**config.mk**
```make
export PLATFORM = sky130hd
export DESIGN_NAME = fifo_uart_tx
export DESIGN_NICKNAME = d
export VERILOG_FILES = /design/src/rtl/fifo_uart_pkg.sv /design/src/rtl/uart_bit_timer.sv /design/src/rtl/fifo_uart_tx.sv
export SDC_FILE = /design/constraint.sdc
export NUM_CORES = 1
export LEC_CHECK = 0
export CORE_ASPECT_RATIO = 0.6
export CORE_MARGIN = 2
export CORE_UTILIZATION = 45
export DETAILED_ROUTE_END_ITERATION = 16
export PLACE_DENSITY = 0.68
export SYNTH_ARGS = -nofsm -noshare
export SYNTH_HDL_FRONTEND = slang
export SYNTH_SLANG_ARGS = --single-unit
```
**constraint.sdc**
```tcl
create_clock -name clk -period 3.4 [get_ports clk]
set_clock_uncertainty 0.15 [all_clocks]
set_input_delay 0.68 -clock clk [delete_from_list [all_inputs] [get_ports clk]]
set_output_delay 0.68 -clock clk [all_outputs]
set_load 0.005 [all_outputs]
```
**src/rtl/fifo_uart_pkg.sv**
```systemverilog
// fifo_uart_pkg
// Shared definitions for the FIFO-draining UART transmitter:
//   tx_state_t      - transmitter FSM state encoding (3 bits)
//   UART_IDLE_LVL   - line level while idle and during the stop bit
//   UART_START_LVL  - line level of the start bit
//   UART_DATA_BITS  - data bits per frame
package fifo_uart_pkg;

    typedef enum logic [2:0] {
        IDLE   = 3'd0,
        POP    = 3'd1,
        LOAD   = 3'd2,
        START  = 3'd3,
        DATA   = 3'd4,
        PARITY = 3'd5,
        STOP   = 3'd6
    } tx_state_t;

    localparam logic        UART_IDLE_LVL  = 1'b1;
    localparam logic        UART_START_LVL = 1'b0;
    localparam int unsigned UART_DATA_BITS = 8;

endpackage

```
**src/rtl/uart_bit_timer.sv**
```systemverilog
// uart_bit_timer
// Free-running bit-period counter. bit_end pulses for one cycle every
// CLKS_PER_BIT cycles; restart forces the count back to zero so the next
// bit_end arrives exactly CLKS_PER_BIT cycles after the restart cycle.
// Ports:
//   clk      in   rising-edge clock
//   rst      in   synchronous active-high reset
//   restart  in   realign the bit period
//   bit_end  out  last cycle of the current bit period
module uart_bit_timer #(
    parameter int unsigned CLKS_PER_BIT = 16
) (
    input  logic clk,
    input  logic rst,
    input  logic restart,
    output logic bit_end
);

    localparam int unsigned CW = (CLKS_PER_BIT > 1) ? $clog2(CLKS_PER_BIT) : 1;
    localparam logic [CW-1:0] LAST = CW'(CLKS_PER_BIT - 1);

    logic [CW-1:0] cnt_q, cnt_d;

    // Wrapping at LAST is the per-bit reload.
    always_comb begin
        if (restart || (cnt_q == LAST)) begin
            cnt_d = '0;
        end else begin
            cnt_d = cnt_q + CW'(1);
        end
    end

    always_ff @(posedge clk) begin
        if (rst) begin
            cnt_q <= '0;
        end else begin
            cnt_q <= cnt_d;
        end
    end

    assign bit_end = (cnt_q == LAST);

endmodule

```
**src/rtl/fifo_uart_tx.sv**
```systemverilog
// fifo_uart_tx
// Pops bytes from a synchronous FIFO (registered data_out) and transmits
// each as an LSB-first 8N1 frame, or 8E1 when PARITY_EN is set.
// Ports:
//   clk         in   rising-edge clock
//   rst         in   synchronous active-high reset
//   enable      in   permits starting new frames (sampled in IDLE / end of STOP)
//   fifo_empty  in   FIFO empty flag
//   fifo_data   in   FIFO data_out, valid the cycle after a pop
//   fifo_rd_en  out  one-cycle pop request
//   tx          out  serial line, idles high
//   busy        out  high from the pop until the stop bit completes
//   tx_done     out  one-cycle pulse after the last stop-bit cycle
module fifo_uart_tx
    import fifo_uart_pkg::*;
#(
    parameter int unsigned CLKS_PER_BIT = 16,
    parameter bit          PARITY_EN    = 1'b0
) (
    input  logic       clk,
    input  logic       rst,
    input  logic       enable,
    input  logic       fifo_empty,
    input  logic [7:0] fifo_data,
    output logic       fifo_rd_en,
    output logic       tx,
    output logic       busy,
    output logic       tx_done
);

    localparam logic [2:0] LAST_IDX = 3'(UART_DATA_BITS - 1);

    tx_state_t  state_q, state_d;
    logic [7:0] shift_q, shift_d;
    logic       par_q, par_d;
    logic [2:0] idx_q, idx_d;
    logic       tx_q, tx_d;
    logic       done_q, done_d;
    logic       bit_end;
    logic       restart;

    // Aligning the timer in LOAD makes START last exactly one bit period.
    assign restart = (state_q == LOAD);

    uart_bit_timer #(
        .CLKS_PER_BIT(CLKS_PER_BIT)
    ) u_bit_timer (
        .clk    (clk),
        .rst    (rst),
        .restart(restart),
        .bit_end(bit_end)
    );

    always_comb begin
        state_d = state_q;
        shift_d = shift_q;
        par_d   = par_q;
        idx_d   = idx_q;
        done_d  = 1'b0;
        tx_d    = UART_IDLE_LVL;

        case (state_q)
            IDLE: begin
                if (enable && !fifo_empty) begin
                    state_d = POP;
                end
            end
            POP: begin
                state_d = LOAD;
            end
            LOAD: begin
                shift_d = fifo_data;
                par_d   = ^fifo_data;
                state_d = START;
            end
            START: begin
                if (bit_end) begin
                    idx_d   = '0;
                    state_d = DATA;
                end
            end
            DATA: begin
                if (bit_end) begin
                    shift_d = {1'b0, shift_q[7:1]};
                    if (idx_q == LAST_IDX) begin
                        state_d = PARITY_EN ? PARITY : STOP;
                    end else begin
                        idx_d = idx_q + 3'd1;
                    end
                end
            end
            PARITY: begin
                if (bit_end) begin
                    state_d = STOP;
                end
            end
            STOP: begin
                if (bit_end) begin
                    done_d  = 1'b1;
                    state_d = (enable && !fifo_empty) ? POP : IDLE;
                end
            end
            default: begin
                state_d = IDLE;
            end
        endcase

        // Line level follows the state being entered so tx changes on the
        // same edge as the state.
        case (state_d)
            START:   tx_d = UART_START_LVL;
            DATA:    tx_d = shift_d[0];
            PARITY:  tx_d = par_d;
            default: tx_d = UART_IDLE_LVL;
        endcase
    end

    always_ff @(posedge clk) begin
        if (rst) begin
            state_q <= IDLE;
            shift_q <= '0;
            par_q   <= 1'b0;
            idx_q   <= '0;
            tx_q    <= UART_IDLE_LVL;
            done_q  <= 1'b0;
        end else begin
            state_q <= state_d;
            shift_q <= shift_d;
            par_q   <= par_d;
            idx_q   <= idx_d;
            tx_q    <= tx_d;
            done_q  <= done_d;
        end
    end

    assign fifo_rd_en = (state_q == POP);
    assign busy       = (state_q != IDLE);
    assign tx         = tx_q;
    assign tx_done    = done_q;

endmodule

```
==> run_results.csv <==
group,metric,value,unit
synthesis,synth_top_area_share,0.3902,
synthesis,synthTopCellsByArea,"dfxtp_1 39%, xnor2_1 6.5%, a21oi_1 6.0%, a22oi_1 4.2%, ha_1 3.5%",
clock_network,hold_buffers,0,
sta,relSlewSlack,0.4838,
pwr,seq_power_share,0.522,
clock_network,cts-root-buf,"clkbuf_8",
place,place_area,0.001237,mm^2
status,outcome,"finished, final reports clean",
sta,fin_setup_tns,0,ns
route,drt_wl_total,2148,um
cells_and_area,drive_gt1_frac,0.07634,
clock_network,clock_latency,0.25,ns
floorplanning,ioPinCount,16,
global_route,grt_max_degree,23,
synthesis,yosysUniqueCellTypes,36,
global_route,antenna_found_initial,0,
cells_and_area,diodes,0,
cells_and_area,final_nets,147,
route,viasPerCell,5.584,
global_route,grt_remaining_overflow,0,
clock_network,clk_pin_slew,0.07,ns
cells_and_area,synthToLayoutAreaGrowth,19.16,%
worst_setup_path,cpPeakStageDelay,0.64,ns
clock_network,clock-sinks,21,
worst_setup_path,cp.arrival,1.66,ns
sta,min_period_over_period,0.7311,
sta,holdWs,0.3091,ns
pwr,switching_share,0.2594,
sta,worst_slack,0.9141,ns
clock_network,cts_tree,"yes",
place,dp_cells,157,
route,vias,899,
pwr,power_density,419.9,mW/mm^2
cells_and_area,final_area,0.001284,mm^2
sta,tightest_slew,0.7719,ns
sta,layout_min_cycle_time,2.486,ns
synthesis,yosys_register_bits,21,
synthesis,synth_seq_area_share,0.3902,
floorplanning,initial_core_util,0.4870,
global_route,use_met1,0.2755,
hold_path,hp-class,"reg -> reg",
global_route,busiest_layer,"met1",
worst_setup_path,crit_chain,"nor3b_1 -> clkdlybuf4s50_1",
pwr,internal_power,0.3992,mW
sta,setup_viol,0,
flow_run,maxCapViolations,0,
clock_network,htreeDepth,1,
cells_and_area,layout_common_cells,"21 x dfxtp_1, 15 x clkdlybuf4s50_1, 13 x a21oi_1",
cells_and_area,instances_no_fill,161,
floorplanning,rows,13,
clock_network,cts_buffer_depth,2,
floorplanning,core_area,0.002212,mm^2
pwr,leakagePower,0.4283,nW
global_route,track_usage,0.1710,
synthesis,synth_warnings,0,
floorplanning,die_area,0.002814,mm^2
synthesis,netlist_instances,119,
place,place_congestion,0.7871,
synthesis,syn-cell-area,0.001077,mm^2
sta,rsz0062_at_grt,"false",
worst_setup_path,worstRegToRegCells,5,
place,place_ws,0.9671,ns
place,portBuffers,15,
worst_setup_path,start_kind,"flop",
route,drc,0,
worst_setup_path,path_class,"reg -> out",
worst_setup_path,critical_path_required,2.57,ns
worst_setup_path,end_kind,"output port",
worst_setup_path,cp_top_family,"flip-flops",
worst_setup_path,cp.depth,2,
cells_and_area,final_common_cell,"dfxtp_1",
synthesis,avgSynthCellArea,9.053,um^2
global_route,grt_pass1_wl,3663,um
synthesis,yosysTopAreaCell,"dfxtp_1",
pwr,p_clk_frac,0.294,
clock_network,ctsResizeCount,0,
global_route,grt_pass1_vias,773,
route,wl_per_cell,13.34,um
cells_and_area,fin_util,0.5803,
synthesis,syn-num-nets,134,
sta,slew_viol_final,0,
sta,clock.fmax,402.3,MHz
floorplanning,die_h,41.90,um
worst_setup_path,worst-path-max-fanout,16,
clock_network,cts_setup_buffers,0,
route,first_pass_iters,4,
worst_setup_path,path_buf_inv,1,
floorplanning,die_x,67.17,um
pwr,switchingPower,0.1398,mW
pwr,power.total,0.5390,mW
pwr,p_comb_frac,0.184,
place,dp_hpwl,1544,um
route,drtIter0Drc,63,
route,drtAntennaViolNets,0,
clock_network,cts_made_buffers,3,
worst_setup_path,critical-path-slowest-cell,"dfxtp_1",
global_route,grt_use_met2,0.2238,
sta,hold_violations,0,
pwr,ir_worst_vdd,0.2895,mV
global_route,met3_usage,0.04878,
hold_path,min_delay_path_depth,2,
-- synthesized netlist by cell type (all sizes together) --
library cell / count
a32o: 1
nor4: 2
or3b: 1
clkbuf: 4
o211ai: 2
a2111oi: 1
nor2b: 2
nor4bb: 1
or4b: 1
nor2: 7
a211oi: 3
dfxtp: 21
nor3: 1
nand2: 9
a21boi: 1
buf: 4
nor3b: 3
xor2: 1
inv: 1
mux2i: 3
and3b: 1
ha: 3
o21ai: 3
a21oi: 14
and3: 1
xnor2: 8
or3: 1
a22oi: 6
a21bo: 1
and2: 3
a31oi: 2
nor4b: 3
nand3: 3
nand3b: 1
-- layout make-up --
| cell class | count | area [um^2] |
|---|---|---|
| clock buffers | 3 | 41.29 |
| fillers | 205 | 928.4 |
| repair buffers | 16 | 157.7 |
| multi-input cells | 89 | 618.1 |
| flip-flops and latches | 21 | 420.4 |
| clock inverters | 1 | 5.005 |
| well taps | 30 | 37.54 |
| inverters | 1 | 3.754 |
-- final timing paths --
check        startpoint         end  slack [ns]
min          shift_q[3]  shift_q[3]        0.31
max          state_q[0]  fifo_rd_en        0.91
max reg2reg  state_q[1]          tx        1.37
min reg2reg  shift_q[3]  shift_q[3]        0.31
-- worst reg2reg max path: cells and delay by family (launching register included) --
| family | cells | cell delay, ns |
|---|---|---|
| DFF | 1 | 0.58 |
| and+or+nand+nor | 1 | 0.44 |
| buffers and inverters | 1 | 0.26 |
| AOI/OAI and AO/OA | 3 | 0.52 |
-- cell families after synthesis --
kind of cell / synth area share
xor gates and xnor gates: 0.07317
muxes: 0.02788
buffers and inverters: 0.03600
DFF: 0.3902
AOI/OAI and AO/OA: 0.2114
and+or+nand+nor: 0.2265
adders and majority gates: 0.03485
-- flip-flops by register name, summed over array words and instances, names as in the netlist --
register and flops:
u_bit_timer.cnt_q 4, idx_q 3, shift_q 8, par_q 1, tx_done 1, state_q 3, tx 1
-- per-layer routing --
metal	part of all wire	wire length (um)	vias up
li1	-	-	458
met1	0.51	1097	422
met2	0.45	968	19
met3	0.038	82	0
met4	0	0	0
met5	0	0	-
-- power groups by stage --
| stage | Sequential (mW) | Combinational (mW) | Clock, mW |
|---|---|---|---|
| after floorplan | 0.277 | 0.0697 | 0 |
| after global placement | 0.286 | 0.0973 | 0 |
| after detailed placement | 0.287 | 0.0988 | 0 |
| after CTS | 0.281 | 0.0996 | 0.164 |
| after global routing | 0.285 | 0.111 | 0.179 |
| final | 0.282 | 0.0992 | 0.158 |
(Power assumes the default switching activity.)
